[config.mk]
export PLATFORM = sky130hd
export DESIGN_NAME = dmem_port_arbiter_flat
export DESIGN_NICKNAME = d
export VERILOG_FILES = /design/src/rtl/dmem_port_arbiter_if.sv /design/src/rtl/dmem_port_arbiter.sv /design/src/flat_wrapper.sv
export SDC_FILE = /design/constraint.sdc
export NUM_CORES = 1
export LEC_CHECK = 0
export CORE_AREA = 2 2 120 122
export DETAILED_ROUTE_END_ITERATION = 16
export DIE_AREA = 0 0 122 124
export GPL_TIMING_DRIVEN = 0
export HOLD_SLACK_MARGIN = 0.06
export PLACE_DENSITY = 0.67
export SLEW_MARGIN = 20
export SYNTH_ARGS = -nofsm -noshare
export SYNTH_HDL_FRONTEND = slang
export SYNTH_SLANG_ARGS = --single-unit
[constraint.sdc]
create_clock -name clk -period 3.4 [get_ports clk]
set_input_delay 1.02 -clock clk [delete_from_list [all_inputs] [get_ports clk]]
set_output_delay 1.02 -clock clk [all_outputs]
set_load 0.01 [all_outputs]
[src/rtl/dmem_port_arbiter_if.sv]
// Bundled port-B traffic for the data-memory arbiter: core MEM-stage side,
// host loader/debug side and the BRAM port B pins.
interface dmem_port_arbiter_if #(
    parameter int ADDR_W = 32
);
    // Core (MEM stage) side
    logic              core_req;
    logic [3:0]        core_we;
    logic [ADDR_W-1:0] core_addr;
    logic [31:0]       core_wdata;
    logic              core_stall;
    logic [31:0]       core_rdata;

    // Host loader/debug side
    logic              host_valid;
    logic              host_write;
    logic [ADDR_W-1:0] host_addr;
    logic [3:0]        host_be;
    logic [31:0]       host_wdata;
    logic              host_ready;
    logic              host_rvalid;
    logic [31:0]       host_rdata;

    // BRAM port B
    logic [3:0]        bram_we;
    logic [ADDR_W-1:0] bram_addr;
    logic [31:0]       bram_di;
    logic [31:0]       bram_do;

    // The arbiter itself
    modport slave (
        input  core_req, core_we, core_addr, core_wdata,
        output core_stall, core_rdata,
        input  host_valid, host_write, host_addr, host_be, host_wdata,
        output host_ready, host_rvalid, host_rdata,
        output bram_we, bram_addr, bram_di,
        input  bram_do
    );

    // The surrounding pipeline, host and BRAM
    modport master (
        output core_req, core_we, core_addr, core_wdata,
        input  core_stall, core_rdata,
        output host_valid, host_write, host_addr, host_be, host_wdata,
        input  host_ready, host_rvalid, host_rdata,
        input  bram_we, bram_addr, bram_di,
        output bram_do
    );
endinterface

[src/rtl/dmem_port_arbiter.sv]
// Shares data-memory BRAM port B between the core MEM stage (priority) and a
// host master, with a starvation counter that forces one host slot.
module dmem_port_arbiter #(
    parameter int ADDR_W     = 32,
    parameter int STARVE_MAX = 8
) (
    input  logic                 clk,
    input  logic                 rst,
    dmem_port_arbiter_if.slave   bus
);
    localparam int                CNT_W      = $clog2(STARVE_MAX + 1);
    localparam logic [CNT_W-1:0]  STARVE_LIM = CNT_W'(STARVE_MAX);

    typedef enum logic {
        IDLE    = 1'b0,
        RD_WAIT = 1'b1
    } state_t;

    state_t            state_reg, state_next;
    logic [CNT_W-1:0]  starve_cnt_reg, starve_cnt_next;
    logic              host_rvalid_reg;
    logic [31:0]       host_rdata_reg;

    logic              host_gnt;
    logic              core_gnt;
    logic [3:0]        we_mux;
    logic [ADDR_W-1:0] addr_mux;
    logic [31:0]       di_mux;

    // Grant. Host is masked while rst is high so nothing is accepted during reset.
    always_comb begin
        host_gnt = 1'b0;
        core_gnt = 1'b0;
        if (!rst && bus.host_valid && (state_reg == IDLE) &&
            (!bus.core_req || (starve_cnt_reg == STARVE_LIM))) begin
            host_gnt = 1'b1;
        end
        core_gnt = bus.core_req & ~host_gnt;
    end

    // Port B mux; address/data default to the core fields when idle.
    always_comb begin
        we_mux   = 4'b0000;
        addr_mux = bus.core_addr;
        di_mux   = bus.core_wdata;
        if (host_gnt) begin
            we_mux   = bus.host_write ? bus.host_be : 4'b0000;
            addr_mux = bus.host_addr;
            di_mux   = bus.host_wdata;
        end else if (core_gnt) begin
            we_mux   = bus.core_we;
        end
    end

    // Next state
    always_comb begin
        state_next = state_reg;
        case (state_reg)
            IDLE: begin
                if (host_gnt && !bus.host_write) begin
                    state_next = RD_WAIT;
                end
            end
            RD_WAIT: state_next = IDLE;
            default: state_next = IDLE;
        endcase
    end

    // Counts cycles the waiting host lost to the core; saturates at the limit.
    always_comb begin
        starve_cnt_next = starve_cnt_reg;
        if (host_gnt || !bus.host_valid) begin
            starve_cnt_next = '0;
        end else if (core_gnt && (state_reg == IDLE) &&
                     (starve_cnt_reg != STARVE_LIM)) begin
            starve_cnt_next = starve_cnt_reg + 1'b1;
        end
    end

    always_ff @(posedge clk or posedge rst) begin
        if (rst) begin
            state_reg       <= IDLE;
            starve_cnt_reg  <= '0;
            host_rvalid_reg <= 1'b0;
            host_rdata_reg  <= 32'h0;
        end else begin
            state_reg       <= state_next;
            starve_cnt_reg  <= starve_cnt_next;
            host_rvalid_reg <= (state_reg == RD_WAIT);
            // bram_do in RD_WAIT carries the host's word; later core loads may overwrite it
            if (state_reg == RD_WAIT) begin
                host_rdata_reg <= bus.bram_do;
            end
        end
    end

    assign bus.bram_we     = we_mux;
    assign bus.bram_addr   = addr_mux;
    assign bus.bram_di     = di_mux;
    assign bus.core_stall  = bus.core_req & host_gnt;
    assign bus.core_rdata  = bus.bram_do;
    assign bus.host_ready  = host_gnt;
    assign bus.host_rvalid = host_rvalid_reg;
    assign bus.host_rdata  = host_rdata_reg;

    a_grant_exclusive: assert property (@(posedge clk) disable iff (rst)
        !(host_gnt && core_gnt));
    a_cnt_bounded: assert property (@(posedge clk) disable iff (rst)
        starve_cnt_reg <= STARVE_LIM);
    a_rd_wait_then_rvalid: assert property (@(posedge clk) disable iff (rst)
        (state_reg == RD_WAIT) |=> host_rvalid_reg);

endmodule

[src/flat_wrapper.sv]
// flat-port wrapper written by rule: the top's interface ports become plain ports
module dmem_port_arbiter_flat 
#(
    parameter int ADDR_W     = 32,
    parameter int STARVE_MAX = 8
)
  (clk, rst, bus_core_req, bus_core_we, bus_core_addr, bus_core_wdata, bus_core_stall, bus_core_rdata, bus_host_valid, bus_host_write, bus_host_addr, bus_host_be, bus_host_wdata, bus_host_ready, bus_host_rvalid, bus_host_rdata, bus_bram_we, bus_bram_addr, bus_bram_di, bus_bram_do);
  dmem_port_arbiter_if #(.ADDR_W(ADDR_W)) bus_i ();
  input  logic clk;
  input  logic rst;
  input wire logic [$bits(bus_i.core_req)-1:0] bus_core_req;
  input wire logic [$bits(bus_i.core_we)-1:0] bus_core_we;
  input wire logic [$bits(bus_i.core_addr)-1:0] bus_core_addr;
  input wire logic [$bits(bus_i.core_wdata)-1:0] bus_core_wdata;
  output wire logic [$bits(bus_i.core_stall)-1:0] bus_core_stall;
  output wire logic [$bits(bus_i.core_rdata)-1:0] bus_core_rdata;
  input wire logic [$bits(bus_i.host_valid)-1:0] bus_host_valid;
  input wire logic [$bits(bus_i.host_write)-1:0] bus_host_write;
  input wire logic [$bits(bus_i.host_addr)-1:0] bus_host_addr;
  input wire logic [$bits(bus_i.host_be)-1:0] bus_host_be;
  input wire logic [$bits(bus_i.host_wdata)-1:0] bus_host_wdata;
  output wire logic [$bits(bus_i.host_ready)-1:0] bus_host_ready;
  output wire logic [$bits(bus_i.host_rvalid)-1:0] bus_host_rvalid;
  output wire logic [$bits(bus_i.host_rdata)-1:0] bus_host_rdata;
  output wire logic [$bits(bus_i.bram_we)-1:0] bus_bram_we;
  output wire logic [$bits(bus_i.bram_addr)-1:0] bus_bram_addr;
  output wire logic [$bits(bus_i.bram_di)-1:0] bus_bram_di;
  input wire logic [$bits(bus_i.bram_do)-1:0] bus_bram_do;
  assign bus_i.core_req = bus_core_req;
  assign bus_i.core_we = bus_core_we;
  assign bus_i.core_addr = bus_core_addr;
  assign bus_i.core_wdata = bus_core_wdata;
  assign bus_core_stall = bus_i.core_stall;
  assign bus_core_rdata = bus_i.core_rdata;
  assign bus_i.host_valid = bus_host_valid;
  assign bus_i.host_write = bus_host_write;
  assign bus_i.host_addr = bus_host_addr;
  assign bus_i.host_be = bus_host_be;
  assign bus_i.host_wdata = bus_host_wdata;
  assign bus_host_ready = bus_i.host_ready;
  assign bus_host_rvalid = bus_i.host_rvalid;
  assign bus_host_rdata = bus_i.host_rdata;
  assign bus_bram_we = bus_i.bram_we;
  assign bus_bram_addr = bus_i.bram_addr;
  assign bus_bram_di = bus_i.bram_di;
  assign bus_i.bram_do = bus_bram_do;
  dmem_port_arbiter #(.ADDR_W(ADDR_W), .STARVE_MAX(STARVE_MAX)) u_core (.clk(clk), .rst(rst), .bus(bus_i));
endmodule
==> metrics.txt, run 1 <==
# TYPE chip_impl_metric gauge
chip_impl_metric{name="worst_slew_margin_rel",unit="%"} 62.3
chip_impl_metric{name="syn-mean-instance-area",unit="sq um"} 12.1
chip_impl_metric{name="post_route_ant_nets",unit=""} 0
chip_impl_info{name="critPathLaunchType",value="input pin"} 1
chip_impl_metric{name="rows",unit=""} 43
chip_impl_metric{name="numCtsBuffers",unit=""} 5
chip_impl_metric{name="start_util",unit="%"} 19.4
chip_impl_metric{name="detail_route.iter0.violations",unit=""} 70
chip_impl_metric{name="cp.required",unit="ps"} 2380
chip_impl_metric{name="fmax_achieved",unit="GHz"} 0.290
chip_impl_metric{name="worst_skew_late_latency",unit="ps"} 280
chip_impl_info{name="cts_tree",value="built"} 1
chip_impl_metric{name="seq_area",unit="sq um"} 951
chip_impl_metric{name="core_area",unit="sq mm"} 0.0137
chip_impl_metric{name="area.growth.synth_to_final",unit="%"} 144
chip_impl_metric{name="timing.reg2reg.setup_slack",unit="ps"} 1400
chip_impl_metric{name="irDropWorstVdd",unit="V"} 0.000180
chip_impl_metric{name="htree_num_levels",unit=""} 2
chip_impl_metric{name="synth_compound_area_share",unit="%"} 3.11
chip_impl_metric{name="syn-instance-count",unit=""} 219
chip_impl_metric{name="synth-xor-area-share",unit="%"} 0
chip_impl_info{name="layout_commonest_cell",value="sky130_fd_sc_hd__clkdlybuf4s50_1"} 1
chip_impl_metric{name="gr-usage-all-layers",unit="%"} 14.9
chip_impl_info{name="timing.hold.worst.start",value="u_core.state_reg$_DFF_PP0_"} 1
chip_impl_metric{name="dp_hpwl",unit="microns"} 10200
chip_impl_metric{name="drc_errors",unit=""} 0
chip_impl_metric{name="yosys.area_share.simple",unit="%"} 4.61
chip_impl_metric{name="final_util",unit="%"} 47.2
chip_impl_metric{name="layoutNonFillerInstCount",unit=""} 725
chip_impl_metric{name="arrival_time_at_the_worst_endpoint",unit="ps"} 2420
chip_impl_metric{name="grt_start_max_net_pins",unit=""} 23
chip_impl_metric{name="wire_per_inst",unit="microns"} 17.2
chip_impl_metric{name="cts-root-to-sink-buffers",unit=""} 2
chip_impl_metric{name="placed_cells_incl_taps",unit=""} 707
chip_impl_info{name="holdPathEnd",value="u_core.bus.host_rvalid$_DFF_PP0_"} 1
chip_impl_metric{name="number_of_global_route_vias_before_repair",unit=""} 3078
chip_impl_metric{name="worst-path-max-fanout",unit=""} 6
chip_impl_info{name="result_of_the_run",value="finished with violations"} 1
chip_impl_metric{name="synth_area",unit="sq mm"} 0.00266
chip_impl_metric{name="report.final.slew_viol_count",unit=""} 0
chip_impl_info{name="rsz0062_at_grt",value="true"} 1
chip_impl_metric{name="ff2ff_path_depth",unit=""} 4
chip_impl_metric{name="static-leakage-power",unit="uW"} 0.00277
chip_impl_metric{name="synth_fp_nets",unit=""} 394
chip_impl_info{name="critical_path.reg2reg.startpoint",value="u_core.state_reg$_DFF_PP0_"} 1
chip_impl_metric{name="post_synth_mux_area_share",unit="%"} 42.2
chip_impl_metric{name="setup_viol",unit=""} 38
chip_impl_metric{name="yosys.cell_types.count",unit=""} 25
chip_impl_metric{name="detailedRoute.firstPassIterationCount",unit=""} 4
chip_impl_metric{name="grt-ovfl-total",unit=""} 0
chip_impl_metric{name="vias",unit=""} 2922
chip_impl_metric{name="holdPathStages",unit=""} 0
chip_impl_metric{name="antenna_violations_before_repair",unit=""} 0
chip_impl_metric{name="horizontal_extent_of_the_die",unit="microns"} 122
chip_impl_metric{name="finalWirelength",unit="microns"} 12400
chip_impl_metric{name="antenna_cells",unit=""} 0
chip_impl_info{name="clockRootBuffer",value="sky130_fd_sc_hd__clkbuf_16"} 1
chip_impl_metric{name="path_clk_slew",unit="ps"} 50
chip_impl_metric{name="synth_seq_cells",unit=""} 38
chip_impl_metric{name="die_y",unit="microns"} 124
chip_impl_metric{name="skew",unit="ps"} 7.95
chip_impl_info{name="synth_top_family_by_area",value="multiplexers"} 1
chip_impl_metric{name="final_min_period_over_clock_period",unit="%"} 101
chip_impl_info{name="worstHoldPathType",value="reg2reg"} 1
chip_impl_metric{name="fillerInstances",unit=""} 1282
chip_impl_metric{name="holdBufCountCts",unit=""} 0
chip_impl_metric{name="globalplace.congestion",unit=""} 0.787
chip_impl_metric{name="transition_at_the_pin_with_the_smallest_max_transition_slack",unit="ps"} 566
chip_impl_metric{name="fin_nets",unit=""} 720
chip_impl_metric{name="fin_hold_viols",unit=""} 0
chip_impl_info{name="most-common-layout-cells",value="sky130_fd_sc_hd__clkdlybuf4s50_1 (234), sky130_fd_sc_hd__mux2_2 (53), sky130_fd_sc_hd__buf_6 (44), sky130_fd_sc_hd__mux2_4 (43), sky130_fd_sc_hd__dfrtp_1 (38)"} 1
chip_impl_info{name="regToRegEndpoint",value="u_core.bus.host_rdata[16]$_DFFE_PP0P_"} 1
chip_impl_metric{name="layout_setup_ws",unit="ps"} -42.9
chip_impl_info{name="classification_of_the_worst_setup_path",value="in2out"} 1
chip_impl_metric{name="route.detailed.vias_per_inst",unit=""} 4.03
chip_impl_info{name="violations",value="setup timing"} 1
chip_impl_metric{name="drive_gt1_share",unit="%"} 42.0
chip_impl_metric{name="portBuffers",unit=""} 307
chip_impl_metric{name="floorplan.io_pins",unit=""} 308
chip_impl_info{name="worst_setup_path_end_kind",value="output pin"} 1
chip_impl_metric{name="grt_first_pass_wirelength",unit="microns"} 17200
chip_impl_metric{name="area_taken_by_multi_input_logic_gates",unit="sq mm"} 0.00152
chip_impl_metric{name="yosys_warnings",unit=""} 0
chip_impl_metric{name="flip_flop_count_of_the_largest_register_after_layout",unit=""} 32
chip_impl_metric{name="die-area",unit="sq mm"} 0.0151
chip_impl_metric{name="synth_fa_ha_area_share",unit="%"} 0.941
chip_impl_metric{name="sequential_to_total_area_share_from_yosys_stat",unit="%"} 35.8
chip_impl_metric{name="power_per_cell_area",unit="mW/mm^2"} 303
chip_impl_metric{name="maxCapViolations",unit=""} 0
chip_impl_metric{name="finalWorstPathRequiredPeriod",unit="ps"} 3440
chip_impl_metric{name="numClockSinks",unit=""} 38
## per-stage QoR
step	hold slack [ps]	power [uW]	setup TNS [ps]	setup WS [ps]	cell area [sq um]
floorplan	352	890	0	26.3	2660
global placement	361	1460	-86700	-1290	5960
detailed placement	379	1480	-85450	-1280	5980
CTS	391	1990	-2470	-74.9	6550
global route	409	2060	-3760	-104	6480
finish	382	1960	-744	-42.9	6480
## routing by layer
metal | wire (microns) | part of all wire [%] | track usage (%)
met1 | 4570 | 37 | 17.3
met4 | 100 | 0.80 | 2.66
met5 | 0 | 0 | 0
met3 | 1030 | 8.3 | 4.49
met2 | 6740 | 54 | 27.1
## cell type report
cell class              count  area share [%]
flip-flops and latches     38            14.7
well taps                 180            3.48
clock inverters             2           0.232
plain buffers              43            5.29
multi-input cells         132            23.4
clock buffers               5            1.93
repair buffers            321            50.7
inverters                   4           0.270
## cell usage after synthesis, drive strengths merged
master / count / area, sq um
nor3b: 1 / 7.51
a2111oi: 1 / 27.5
nand4b: 1 / 8.76
nand3: 1 / 5.00
clkbuf: 6 / 22.5
buf: 39 / 319
dfrtp: 38 / 951
ha: 2 / 25.0
nand3b: 1 / 20.0
mux2i: 4 / 40.0
nor2: 1 / 3.75
mux2: 96 / 1080
a21oi: 3 / 15.0
and2: 1 / 6.26
and4b: 1 / 10.0
nand2: 8 / 30.0
inv: 4 / 15.0
o31ai: 2 / 15.0
a211oi: 1 / 7.51
nand4: 1 / 6.26
o21ai: 2 / 10.0
nor2b: 3 / 18.8
or3: 1 / 6.26
o211ai: 1 / 7.51
## cells by family after synthesis
kind of cell               Yosys count
AOI/OAI and AO/OA                   10
adders and majority gates            2
buffers and inverters               49
DFF                                 38
muxes                              100
and+or+nand+nor                     20
## worst max-delay path by stage
stage	slack, ps	end	cells after the start	from
CTS	-70	bus_bram_addr[17]	8	rst
global route	-100	bus_bram_di[5]	8	bus_host_valid
global placement	-1290	bus_bram_di[25]	6	bus_host_valid
detailed placement	-1280	bus_bram_di[25]	6	bus_host_valid
floorplan	30	bus_bram_di[29]	4	bus_host_valid
finish	-40	bus_bram_di[5]	8	bus_host_valid
## critical path, cell delays in order
cell                        delay (ps)
sky130_fd_sc_hd__buf_6              70
sky130_fd_sc_hd__inv_4              30
sky130_fd_sc_hd__a2111oi_4         340
sky130_fd_sc_hd__clkbuf_16         230
sky130_fd_sc_hd__buf_12            140
sky130_fd_sc_hd__buf_8             130
sky130_fd_sc_hd__mux2_4            320
sky130_fd_sc_hd__buf_6             120
## where the power goes
part           switching [uW]  internal [uW]
sequential               44.0            543
clock                     179            267
combinational             302            627
## what timing repair did
action                                  4_1_cts  5_1_grt
cloned                                        4        0
buffers inserted                             13        0
endpoints found under the setup margin       70       66
pin swaps                                     1        1
gates resized for setup                     319       59
(Power assumes the default switching activity.)
==> run 2: changes to the inputs <==
CTS_CLUSTER_DIAMETER = 120   (was unset)
==> results of run 2 <==
Final layout, timing and power as in run 1 (identical DEF).
==> run 3: changes to the inputs <==
CTS_CLUSTER_DIAMETER = 150   (was 120)
SKIP_LAST_GASP = 1   (was unset)
==> metrics.txt, run 3 (synthesis results as in run 1) <==
# TYPE chip_impl_metric gauge
chip_impl_metric{name="floorplan.io_pins",unit=""} 308
chip_impl_metric{name="worst-path-max-fanout",unit=""} 6
chip_impl_metric{name="holdBufCountCts",unit=""} 0
chip_impl_metric{name="portBuffers",unit=""} 307
chip_impl_info{name="classification_of_the_worst_setup_path",value="in2out"} 1
chip_impl_metric{name="layout_setup_ws",unit="ps"} -42.8
chip_impl_metric{name="final_design_area_no_fill",unit="sq mm"} 0.00648
chip_impl_metric{name="transition_at_the_pin_with_the_smallest_max_transition_slack",unit="ps"} 566
chip_impl_metric{name="worst_skew_late_latency",unit="ps"} 280
chip_impl_info{name="worstHoldPathType",value="reg2reg"} 1
chip_impl_info{name="crit_path_cell_trace",value="buf_6 -> inv_4 -> a2111oi_4 -> clkbuf_16 -> buf_12 -> buf_8 -> mux2_4 -> buf_6"} 1
chip_impl_metric{name="p_sw",unit="uW"} 525
chip_impl_metric{name="dp_hpwl",unit="microns"} 10200
chip_impl_metric{name="finalWirelength",unit="microns"} 12400
chip_impl_metric{name="path_clk_slew",unit="ps"} 50
chip_impl_metric{name="setup_viol",unit=""} 38
chip_impl_metric{name="arrival_time_at_the_worst_endpoint",unit="ps"} 2420
chip_impl_metric{name="horizontal_extent_of_the_die",unit="microns"} 122
chip_impl_metric{name="numClockSinks",unit=""} 38
chip_impl_metric{name="detailedPlace.worstSlack",unit="ps"} -1280
chip_impl_metric{name="fillerInstances",unit=""} 1283
chip_impl_metric{name="detailed_place.area",unit="sq mm"} 0.00598
chip_impl_metric{name="maxCapViolations",unit=""} 0
chip_impl_metric{name="fin_hold_viols",unit=""} 0
chip_impl_metric{name="htree_num_levels",unit=""} 2
chip_impl_metric{name="wire_per_inst",unit="microns"} 17.2
chip_impl_info{name="violations",value="setup timing"} 1
chip_impl_metric{name="drc_errors",unit=""} 0
chip_impl_metric{name="finalWorstPathRequiredPeriod",unit="ps"} 3440
chip_impl_metric{name="gr-usage-all-layers",unit="%"} 14.9
chip_impl_info{name="critPathLaunchType",value="input pin"} 1
chip_impl_info{name="clockRootBuffer",value="sky130_fd_sc_hd__clkbuf_16"} 1
chip_impl_metric{name="skew",unit="ps"} 7.95
chip_impl_metric{name="cts-root-to-sink-buffers",unit=""} 2
chip_impl_info{name="most-common-layout-cells",value="sky130_fd_sc_hd__clkdlybuf4s50_1 (234), sky130_fd_sc_hd__mux2_2 (53), sky130_fd_sc_hd__buf_6 (44), sky130_fd_sc_hd__mux2_4 (43), sky130_fd_sc_hd__dfrtp_1 (38)"} 1
chip_impl_metric{name="cp.required",unit="ps"} 2380
chip_impl_metric{name="detail_route.iter0.violations",unit=""} 71
chip_impl_info{name="crit_slowest_cell",value="sky130_fd_sc_hd__a2111oi_4"} 1
chip_impl_metric{name="internal-power",unit="uW"} 1440
chip_impl_metric{name="core_area",unit="sq mm"} 0.0137
chip_impl_metric{name="drive_gt1_share",unit="%"} 41.8
chip_impl_info{name="path_delay_family",value="buffers and inverters"} 1
chip_impl_info{name="rsz0062_at_grt",value="true"} 1
chip_impl_metric{name="antenna_violations_before_repair",unit=""} 0
chip_impl_metric{name="power.sequential.fraction",unit="%"} 29.9
chip_impl_metric{name="cp.buffers_inverters",unit=""} 6
chip_impl_metric{name="number_of_global_route_vias_before_repair",unit=""} 3078
chip_impl_metric{name="grt-ovfl-total",unit=""} 0
chip_impl_metric{name="vias",unit=""} 2922
chip_impl_metric{name="grt_start_max_net_pins",unit=""} 23
chip_impl_metric{name="area.growth.synth_to_final",unit="%"} 144
chip_impl_metric{name="antenna_cells",unit=""} 0
chip_impl_metric{name="worst_path_largest_cell_delay",unit="ps"} 340
chip_impl_metric{name="grt_first_pass_wirelength",unit="microns"} 17200
chip_impl_metric{name="fraction_of_power_spent_switching_nets",unit="%"} 26.8
chip_impl_metric{name="irDropWorstVdd",unit="V"} 0.000180
chip_impl_metric{name="static-leakage-power",unit="uW"} 0.00277
chip_impl_info{name="result_of_the_run",value="finished with violations"} 1
chip_impl_info{name="cts_tree",value="built"} 1
chip_impl_metric{name="seq_area",unit="sq um"} 951
chip_impl_metric{name="final_util",unit="%"} 47.2
chip_impl_metric{name="route.detailed.vias_per_inst",unit=""} 4.03
chip_impl_metric{name="fin_nets",unit=""} 720
chip_impl_metric{name="post_route_ant_nets",unit=""} 0
chip_impl_metric{name="report.final.slew_viol_count",unit=""} 0
chip_impl_metric{name="flip_flop_count_of_the_largest_register_after_layout",unit=""} 32
chip_impl_metric{name="start_util",unit="%"} 19.4
chip_impl_metric{name="rows",unit=""} 43
chip_impl_metric{name="globalplace.congestion",unit=""} 0.787
chip_impl_metric{name="final_min_period_over_clock_period",unit="%"} 101
chip_impl_metric{name="die-area",unit="sq mm"} 0.0151
chip_impl_metric{name="fmax_achieved",unit="GHz"} 0.290
chip_impl_info{name="worst_setup_path_end_kind",value="output pin"} 1
chip_impl_metric{name="die_y",unit="microns"} 124
chip_impl_metric{name="power_per_cell_area",unit="mW/mm^2"} 303
chip_impl_metric{name="worst_slew_margin_rel",unit="%"} 62.3
chip_impl_info{name="timing.critical_path.mode_cell",value="sky130_fd_sc_hd__buf_6"} 1
chip_impl_metric{name="detailedRoute.firstPassIterationCount",unit=""} 4
chip_impl_metric{name="combPwrFrac",unit="%"} 47.4
chip_impl_metric{name="numCtsBuffers",unit=""} 5
chip_impl_metric{name="area_taken_by_multi_input_logic_gates",unit="sq mm"} 0.00152
chip_impl_metric{name="share_clk_of_total_power",unit="%"} 22.7
chip_impl_info{name="layout_commonest_cell",value="sky130_fd_sc_hd__clkdlybuf4s50_1"} 1
[run 3: what timing repair did]
item / in CTS / in global routing
buffers inserted: 13 / 0
setup endpoints to repair: 70 / 66
resized for setup: 319 / 57
pin swaps: 1 / 1
cloned: 4 / 0
[run 3: power by group through the flow]
stage	clock (uW)	combinational (uW)	sequential (uW)
detailed placement	0	886	596
global placement	0	873	592
CTS	459	939	588
finish	446	930	587
floorplan	0	253	636
global route	479	982	600
[run 3: path summary, 6_finish.rpt]
kind / start / to / slack (ps) / cells past startpoint
setup / recovery: bus_host_valid / bus_bram_di[5] / -40 / 8
hold / removal: u_core.state_reg$_DFF_PP0_ / u_core.bus.host_rvalid$_DFF_PP0_ / 380 / 0
setup reg to reg: u_core.state_reg$_DFF_PP0_ / u_core.bus.host_rdata[16]$_DFFE_PP0P_ / 1400 / 4
hold reg to reg: u_core.state_reg$_DFF_PP0_ / u_core.bus.host_rvalid$_DFF_PP0_ / 380 / 0
max in group asynchronous: rst / u_core.bus.host_rdata[18]$_DFFE_PP0P_ / 2200 / 3
min in group asynchronous: rst / u_core.bus.host_rdata[19]$_DFFE_PP0P_ / 740 / 2
[run 3: layout make-up]
class,count,share of cell area [%]
Sequential cell,38,14.7
Multi-Input combinational cell,132,23.4
Clock buffer,5,1.93
Inverter,4,0.270
Timing Repair Buffer,321,50.7
Buffer,43,5.29
Tap cell,180,3.48
Clock inverter,2,0.232
[run 3: layer usage]
layer	wire length (microns)	global-route usage, %
met5	0	0
met1	4570	17.3
met3	1030	4.49
met2	6740	27.1
met4	100	2.66
[run 3: per-stage QoR]
step           hold slack [ps]  cells  power (uW)  TNS [ps]
5_1_grt                    409    725        2060     -3790
2_1_floorplan              352    219         890         0
4_1_cts                    391    729        1990     -2470
6_report                   382    725        1960      -740
3_5_place_dp               379    707        1480    -85450
3_3_place_gp               361    706        1460    -86700
